<file path="config.mk">
export PLATFORM = sky130hd
export DESIGN_NAME = pc_trace_reader
export DESIGN_NICKNAME = d
export VERILOG_FILES = /design/src/rtl/pc_trace_reader.sv
export SDC_FILE = /design/constraint.sdc
export NUM_CORES = 1
export LEC_CHECK = 0
export ABC_CLOCK_PERIOD_IN_PS = 7100
export BUFFER_PORTS_ARGS = -buffer_cell sky130_fd_sc_hd__buf_4
export CORE_MARGIN = 10
export CORE_UTILIZATION = 55
export DETAILED_ROUTE_END_ITERATION = 10
export PLACE_DENSITY = 0.73
export SYNTH_ARGS = -nofsm -noshare
export SYNTH_HDL_FRONTEND = slang
export SYNTH_SLANG_ARGS = --single-unit
</file>
<file path="constraint.sdc">
create_clock -name i_clk -period 7.1 [get_ports i_clk]
set_input_delay 0.355 -clock i_clk [delete_from_list [all_inputs] [get_ports i_clk]]
set_output_delay 0.355 -clock i_clk [all_outputs]
set_load 0.05 [all_outputs]
</file>
<file path="src/rtl/pc_trace_reader.sv">
`default_nettype none
// ============================================================================
// Module   : pc_trace_reader
// Captures retired PCs from the commit-debug stream into a circular trace
// buffer tagged sequential/discontinuous; drained by a host over valid/ready.
// Optional : PC_TRACE_DISC_ONLY_EN -- push only discontinuous PCs.
// Revision : 1.0 - initial release
// ============================================================================
module pc_trace_reader #(
    parameter int DEPTH   = 16,
    parameter int PC_STEP = 4
) (
    input  logic                       i_clk,
    input  logic                       i_rst,
    input  logic                       i_insn_vld,
    input  logic [31:0]                i_pc_debug,
    input  logic                       i_ready,
    input  logic                       i_clr_ovf,
    output logic                       o_valid,
    output logic [31:0]                o_pc,
    output logic                       o_disc,
    output logic [$clog2(DEPTH):0]     o_level,
    output logic                       o_overflow,
    output logic [15:0]                o_drop_cnt,
    output logic [31:0]                o_retired
);

    localparam int              c_AW   = $clog2(DEPTH);
    localparam int              c_LW   = c_AW + 1;
    localparam logic [c_LW-1:0] c_FULL = c_LW'(DEPTH);
    localparam logic [31:0]     c_STEP = 32'(PC_STEP);

    logic [31:0]     r_mem_pc   [DEPTH];
    logic            r_mem_disc [DEPTH];
    logic [c_AW-1:0] r_wr_ptr;
    logic [c_AW-1:0] r_rd_ptr;
    logic [c_LW-1:0] r_level;
    logic            r_overflow;
    logic [15:0]     r_drop_cnt;
    logic [31:0]     r_retired;
    logic [31:0]     r_prev_pc;
    logic            r_first;

    logic            w_disc;
    logic            w_accept;
    logic            w_full;
    logic            w_pop;
    logic            w_push;
    logic            w_drop;

    // Sum wraps at 32 bits so 0xFFFFFFFC -> 0x00000000 counts as sequential.
    assign w_disc = r_first || (i_pc_debug != (r_prev_pc + c_STEP));

`ifdef PC_TRACE_DISC_ONLY_EN
    assign w_accept = i_insn_vld && w_disc;
`else
    assign w_accept = i_insn_vld;
`endif

    assign w_full = (r_level == c_FULL);
    assign w_pop  = (r_level != '0) && i_ready;
    // A same-cycle pop frees a slot, so a full buffer still accepts the push.
    assign w_push = w_accept && (!w_full || w_pop);
    assign w_drop = w_accept && w_full && !w_pop;

    always_ff @(posedge i_clk) begin
        if (w_push) begin
            r_mem_pc[r_wr_ptr]   <= i_pc_debug;
            r_mem_disc[r_wr_ptr] <= w_disc;
        end
    end

    always_ff @(posedge i_clk) begin
        if (i_rst) begin
            r_wr_ptr <= '0;
            r_rd_ptr <= '0;
            r_level  <= '0;
        end else begin
            if (w_push) begin
                r_wr_ptr <= r_wr_ptr + 1'b1;
            end
            if (w_pop) begin
                r_rd_ptr <= r_rd_ptr + 1'b1;
            end
            case ({w_push, w_pop})
                2'b10:   r_level <= r_level + 1'b1;
                2'b01:   r_level <= r_level - 1'b1;
                default: r_level <= r_level;
            endcase
        end
    end

    always_ff @(posedge i_clk) begin
        if (i_rst) begin
            r_overflow <= 1'b0;
            r_drop_cnt <= '0;
        end else begin
            if (w_drop) begin
                r_overflow <= 1'b1;
            end else if (i_clr_ovf) begin
                r_overflow <= 1'b0;
            end
            if (i_clr_ovf) begin
                r_drop_cnt <= w_drop ? 16'd1 : 16'd0;
            end else if (w_drop && (r_drop_cnt != 16'hFFFF)) begin
                r_drop_cnt <= r_drop_cnt + 16'd1;
            end
        end
    end

    // Discontinuity tracking follows every retirement, pushed or dropped.
    always_ff @(posedge i_clk) begin
        if (i_rst) begin
            r_retired <= '0;
            r_prev_pc <= '0;
            r_first   <= 1'b1;
        end else if (i_insn_vld) begin
            r_retired <= r_retired + 32'd1;
            r_prev_pc <= i_pc_debug;
            r_first   <= 1'b0;
        end
    end

    assign o_valid    = (r_level != '0);
    assign o_pc       = r_mem_pc[r_rd_ptr];
    assign o_disc     = r_mem_disc[r_rd_ptr];
    assign o_level    = r_level;
    assign o_overflow = r_overflow;
    assign o_drop_cnt = r_drop_cnt;
    assign o_retired  = r_retired;

endmodule
`default_nettype wire

</file>
==> results.txt <==
The endpoint required time on the critical path is 6.74 ns. The post-synth design cell area is roughly 25,000 sq um. The effective utilization at floorplan is 55.4%. The critical path in this run is classified as register to output pin. The synthesis-stage register bit count is 627. 125 I/O pins were placed.

The worst reg2reg path endpoint is r_mem_disc[7]. The clock input transition at the sequential cells of the worst setup and hold paths came out at 0.06 ns. The worst path arrival time is between 3 and 4 ns. The clock buffer count from CTS came out at 60. The overall die area came out at 54,300 sq um. The ratio of final minimum period to clock period came out at 53.2%. The largest net degree at the start of global routing is 118. The startpoint identified for the worst register-to-register timing path is r_prev_pc[9].

The DRC violations left came out at 0. Synthesis instantiated 61 different standard cells from the library. The worst hold path belongs to the class input pin to register. Clock tree synthesis selected as its root buffer the cell sky130_fd_sc_hd__clkbuf_16. The static leakage is 9.33 nW. The chip width came out at about 230 um. The peak fanout along the critical path is 117.

The all-layer global routing usage is 19.6%. The start point of the worst min-delay path is i_pc_debug[22]. The via count of the first global-routing pass is 13,300. The final hold violation count came out at 0. The clock sink count is approximately 630. The flow ran to the end, and the final reports show no timing, DRC or antenna violations. The number of flops mapped to enable cells by yosys came out at 528. The count of vias placed by the detailed router is 12,800.

The count of filler cells inserted in the layout is about 3,200. Using the TritonRoute via totals, the vias-per-cell ratio works out to about 6. The maximum vdd ir drop is between 0.2 and 0.25 mV. The worst reg2reg path depth is 7.

The worst setup path is captured at an output pin. The normalized max-slew margin came out at 16.4%. The overall power after layout is slightly below 9 mW.

STA classifies the critical path startpoint as a register. Post-CTS timing repair inserted 0 buffers for setup. The share of cells above drive strength 1 is roughly 28%. The clock latency reported for the late side of the worst-skew pair is approximately 0.62 ns. The proportion of synthesized flip-flops having asynchronous set or reset came out at 0%.

The number of antenna violations at the first check in global routing came out at 0. The setup slack of the most critical reg-to-reg path is approximately 3.5 ns. The area used by multi-input combinational logic is 6960 sq um. The top achievable clock speed came out at 265 MHz. The detailed router finished its first iteration with 1,063 violations. The number of placement rows is 78. The number of buffers inserted by port buffering is roughly 120. Counting instances, the worst hold path has a depth of 1. The most frequently used flop master after synthesis is sky130_fd_sc_hd__edfxtp_1. Dividing the synthesized area by the synthesized cell count gives 18.5 sq um. The post-route antenna net violation count is 0. The routability congestion estimate is 0.792. The antenna cell count is 0. The global-route wire length before repair is roughly 81 mm. The synthesized net count is 1,398. The TritonCTS clock tree is built.

After global routing the overflow that remains totals 0. The max-cap check violation count came out at 0. Setup repair after global routing left no endpoint under its margin. The height of the die is 233 um. The power density over the cells is 303 nW/um^2. The setup skew after layout is roughly 0.021 ns. The final setup TNS is 0 ns. The signed area change from the synthesized netlist to the final layout is 14.5%. The post-cts gate resize count came out at 0.

For the pin with the worst max-slew slack, the measured transition is around 1.3 ns. The part of the Yosys area used for sequential elements came out at 71.4%. The worst hold path terminates at r_mem_pc[13][22]. The number of max-slew violations in the final report is 0.

The first detailed-routing pass took 5 iterations. The count of endpoints failing setup in the final report is 0. The count of warnings emitted by yosys came out at 0. The count of hold-fix buffers inserted at cts is 1. The area occupied by registers came out at 17,800 sq um. In the final routed layout, each cell accounts on average for 24.5 um. The H-tree level count is 2. The maximum buffer depth of the clock tree is 3. The clock period minus final worst setup slack came out at around 3.8 ns. The cell count after synthesis came out at 1,348.

The half-perimeter wire length after placement came out at 30.0 mm. Wires add up to ~52 mm. The region available for standard cell placement spans 45,100 sq um. For this run, the post-layout net count is 1,542.
-- cells in the final DEF (no fill, tap or decap), types with 11 or more instances in the layout --
cell	instances
sky130_fd_sc_hd__nor2_1	111
sky130_fd_sc_hd__a21oi_1	18
sky130_fd_sc_hd__clkbuf_16	61
sky130_fd_sc_hd__mux2i_1	40
sky130_fd_sc_hd__nand3_1	26
sky130_fd_sc_hd__mux4_2	165
sky130_fd_sc_hd__nor3_1	14
sky130_fd_sc_hd__and3_1	14
sky130_fd_sc_hd__buf_4	142
sky130_fd_sc_hd__clkbuf_1	22
sky130_fd_sc_hd__edfxtp_1	528
sky130_fd_sc_hd__dfxtp_1	95
sky130_fd_sc_hd__ha_1	12
sky130_fd_sc_hd__nand2_1	44
sky130_fd_sc_hd__nand4_1	20
sky130_fd_sc_hd__xor2_1	50
sky130_fd_sc_hd__nor2_4	12
sky130_fd_sc_hd__xnor2_1	43
sky130_fd_sc_hd__clkinv_2	11
-- power by group --
group,total [mW],leakage (nW),internal (mW),switching (mW)
Combinational,1.43,2.79,0.609,0.820
Sequential,4.15,5.61,4.07,0.0721
Clock,3.10,0.925,1.76,1.33
-- worst max path at each step --
stage,to,slack [ns]
2_1_floorplan,r_mem_disc[3],2.71
3_3_place_gp,r_mem_disc[0],3.56
3_5_place_dp,r_mem_disc[0],3.55
4_1_cts,o_disc,3.24
5_1_grt,o_disc,3.13
6_report,o_disc,3.32
-- state kept, by name (all words and copies together) (netlist names), named ones only --
| name | cells |
|---|---|
| o_drop_cnt | 16 |
| o_level | 5 |
| o_overflow | 1 |
| o_retired | 32 |
| r_first | 1 |
| r_mem_disc | 16 |
| r_mem_pc | 512 |
| r_prev_pc | 32 |
| r_rd_ptr | 4 |
| r_wr_ptr | 4 |
-- area by class of cell --
| type | count | share of cell area (%) |
|---|---|---|
| Clock buffer | 86 | 5.77 |
| Sequential cell | 627 | 62.4 |
| Multi-Input combinational cell | 649 | 24.3 |
| Inverter | 10 | 0.131 |
| Timing Repair Buffer | 144 | 3.83 |
| Tap cell | 600 | 2.63 |
| Clock inverter | 28 | 0.897 |
-- routing by layer --
layer	part of all wire, %	GRT usage, %	up-vias
li1	-	-	5662
met1	42	26.2	6651
met2	49	31.4	413
met3	6.9	4.82	83
met4	2.4	5.98	0
met5	0	0	-
-- metrics by stage --
stage          setup slack, ns  utilization, %  area (sq um)  hold slack (ns)  instances
6_report                  3.32            63.4         28600           0.0599       2144
5_1_grt                   3.13            63.4         28600           0.0506       2144
4_1_cts                   3.24            63.4         28600           0.0331       2144
3_5_place_dp              3.55            59.2         26700            0.469       2029
3_3_place_gp              3.56            59.2         26700            0.458       2029
2_1_floorplan             2.71               -         25000            0.431       1348
-- kinds of logic after synthesis --
family	share of synthesized area, %
AO/OA/AOI/OAI	1.32
flip-flops	71.4
buffers and inverters	1.15
adder cells (fa/ha/maj)	0.682
AND/OR/NAND/NOR	5.56
XOR/XNOR	3.26
multiplexers	16.6
-- synthesized netlist by cell type (2+ instances only) --
library cell | instances | share of area, %
sky130_fd_sc_hd__edfxtp_1 | 528 | 64
sky130_fd_sc_hd__nor4_1 | 6 | 0.15
sky130_fd_sc_hd__mux4_2 | 165 | 15
sky130_fd_sc_hd__inv_1 | 10 | 0.15
sky130_fd_sc_hd__mux2i_1 | 40 | 1.6
sky130_fd_sc_hd__or2_2 | 2 | 0.050
sky130_fd_sc_hd__a211oi_1 | 2 | 0.060
sky130_fd_sc_hd__a21o_1 | 4 | 0.12
sky130_fd_sc_hd__nand3_1 | 26 | 0.52
sky130_fd_sc_hd__nand2b_1 | 6 | 0.15
sky130_fd_sc_hd__and3_2 | 2 | 0.060
sky130_fd_sc_hd__nor3_1 | 18 | 0.36
sky130_fd_sc_hd__xnor2_1 | 43 | 1.5
sky130_fd_sc_hd__and4b_1 | 3 | 0.12
sky130_fd_sc_hd__nand2_1 | 44 | 0.66
sky130_fd_sc_hd__and4_1 | 4 | 0.14
sky130_fd_sc_hd__o211ai_1 | 2 | 0.060
sky130_fd_sc_hd__buf_6 | 2 | 0.090
sky130_fd_sc_hd__o31ai_1 | 2 | 0.060
sky130_fd_sc_hd__buf_1 | 17 | 0.26
sky130_fd_sc_hd__clkbuf_1 | 41 | 0.62
sky130_fd_sc_hd__xor2_1 | 50 | 1.8
sky130_fd_sc_hd__and3_1 | 14 | 0.35
sky130_fd_sc_hd__o21ai_0 | 4 | 0.080
sky130_fd_sc_hd__a21oi_1 | 18 | 0.36
sky130_fd_sc_hd__nor2_1 | 123 | 1.8
sky130_fd_sc_hd__or3_1 | 5 | 0.13
sky130_fd_sc_hd__a31oi_1 | 5 | 0.13
sky130_fd_sc_hd__dfxtp_1 | 99 | 7.9
sky130_fd_sc_hd__buf_2 | 2 | 0.040
sky130_fd_sc_hd__nand4_1 | 20 | 0.50
sky130_fd_sc_hd__ha_1 | 12 | 0.60
-- worst max-delay path, cell delays in order, from the launching register on --
cell                      delay (ns)
sky130_fd_sc_hd__dfxtp_4        0.56
sky130_fd_sc_hd__buf_12         0.73
sky130_fd_sc_hd__mux4_2         0.62
sky130_fd_sc_hd__mux4_2         0.55
sky130_fd_sc_hd__buf_4          0.22
Power figures use the tool's default switching activity.
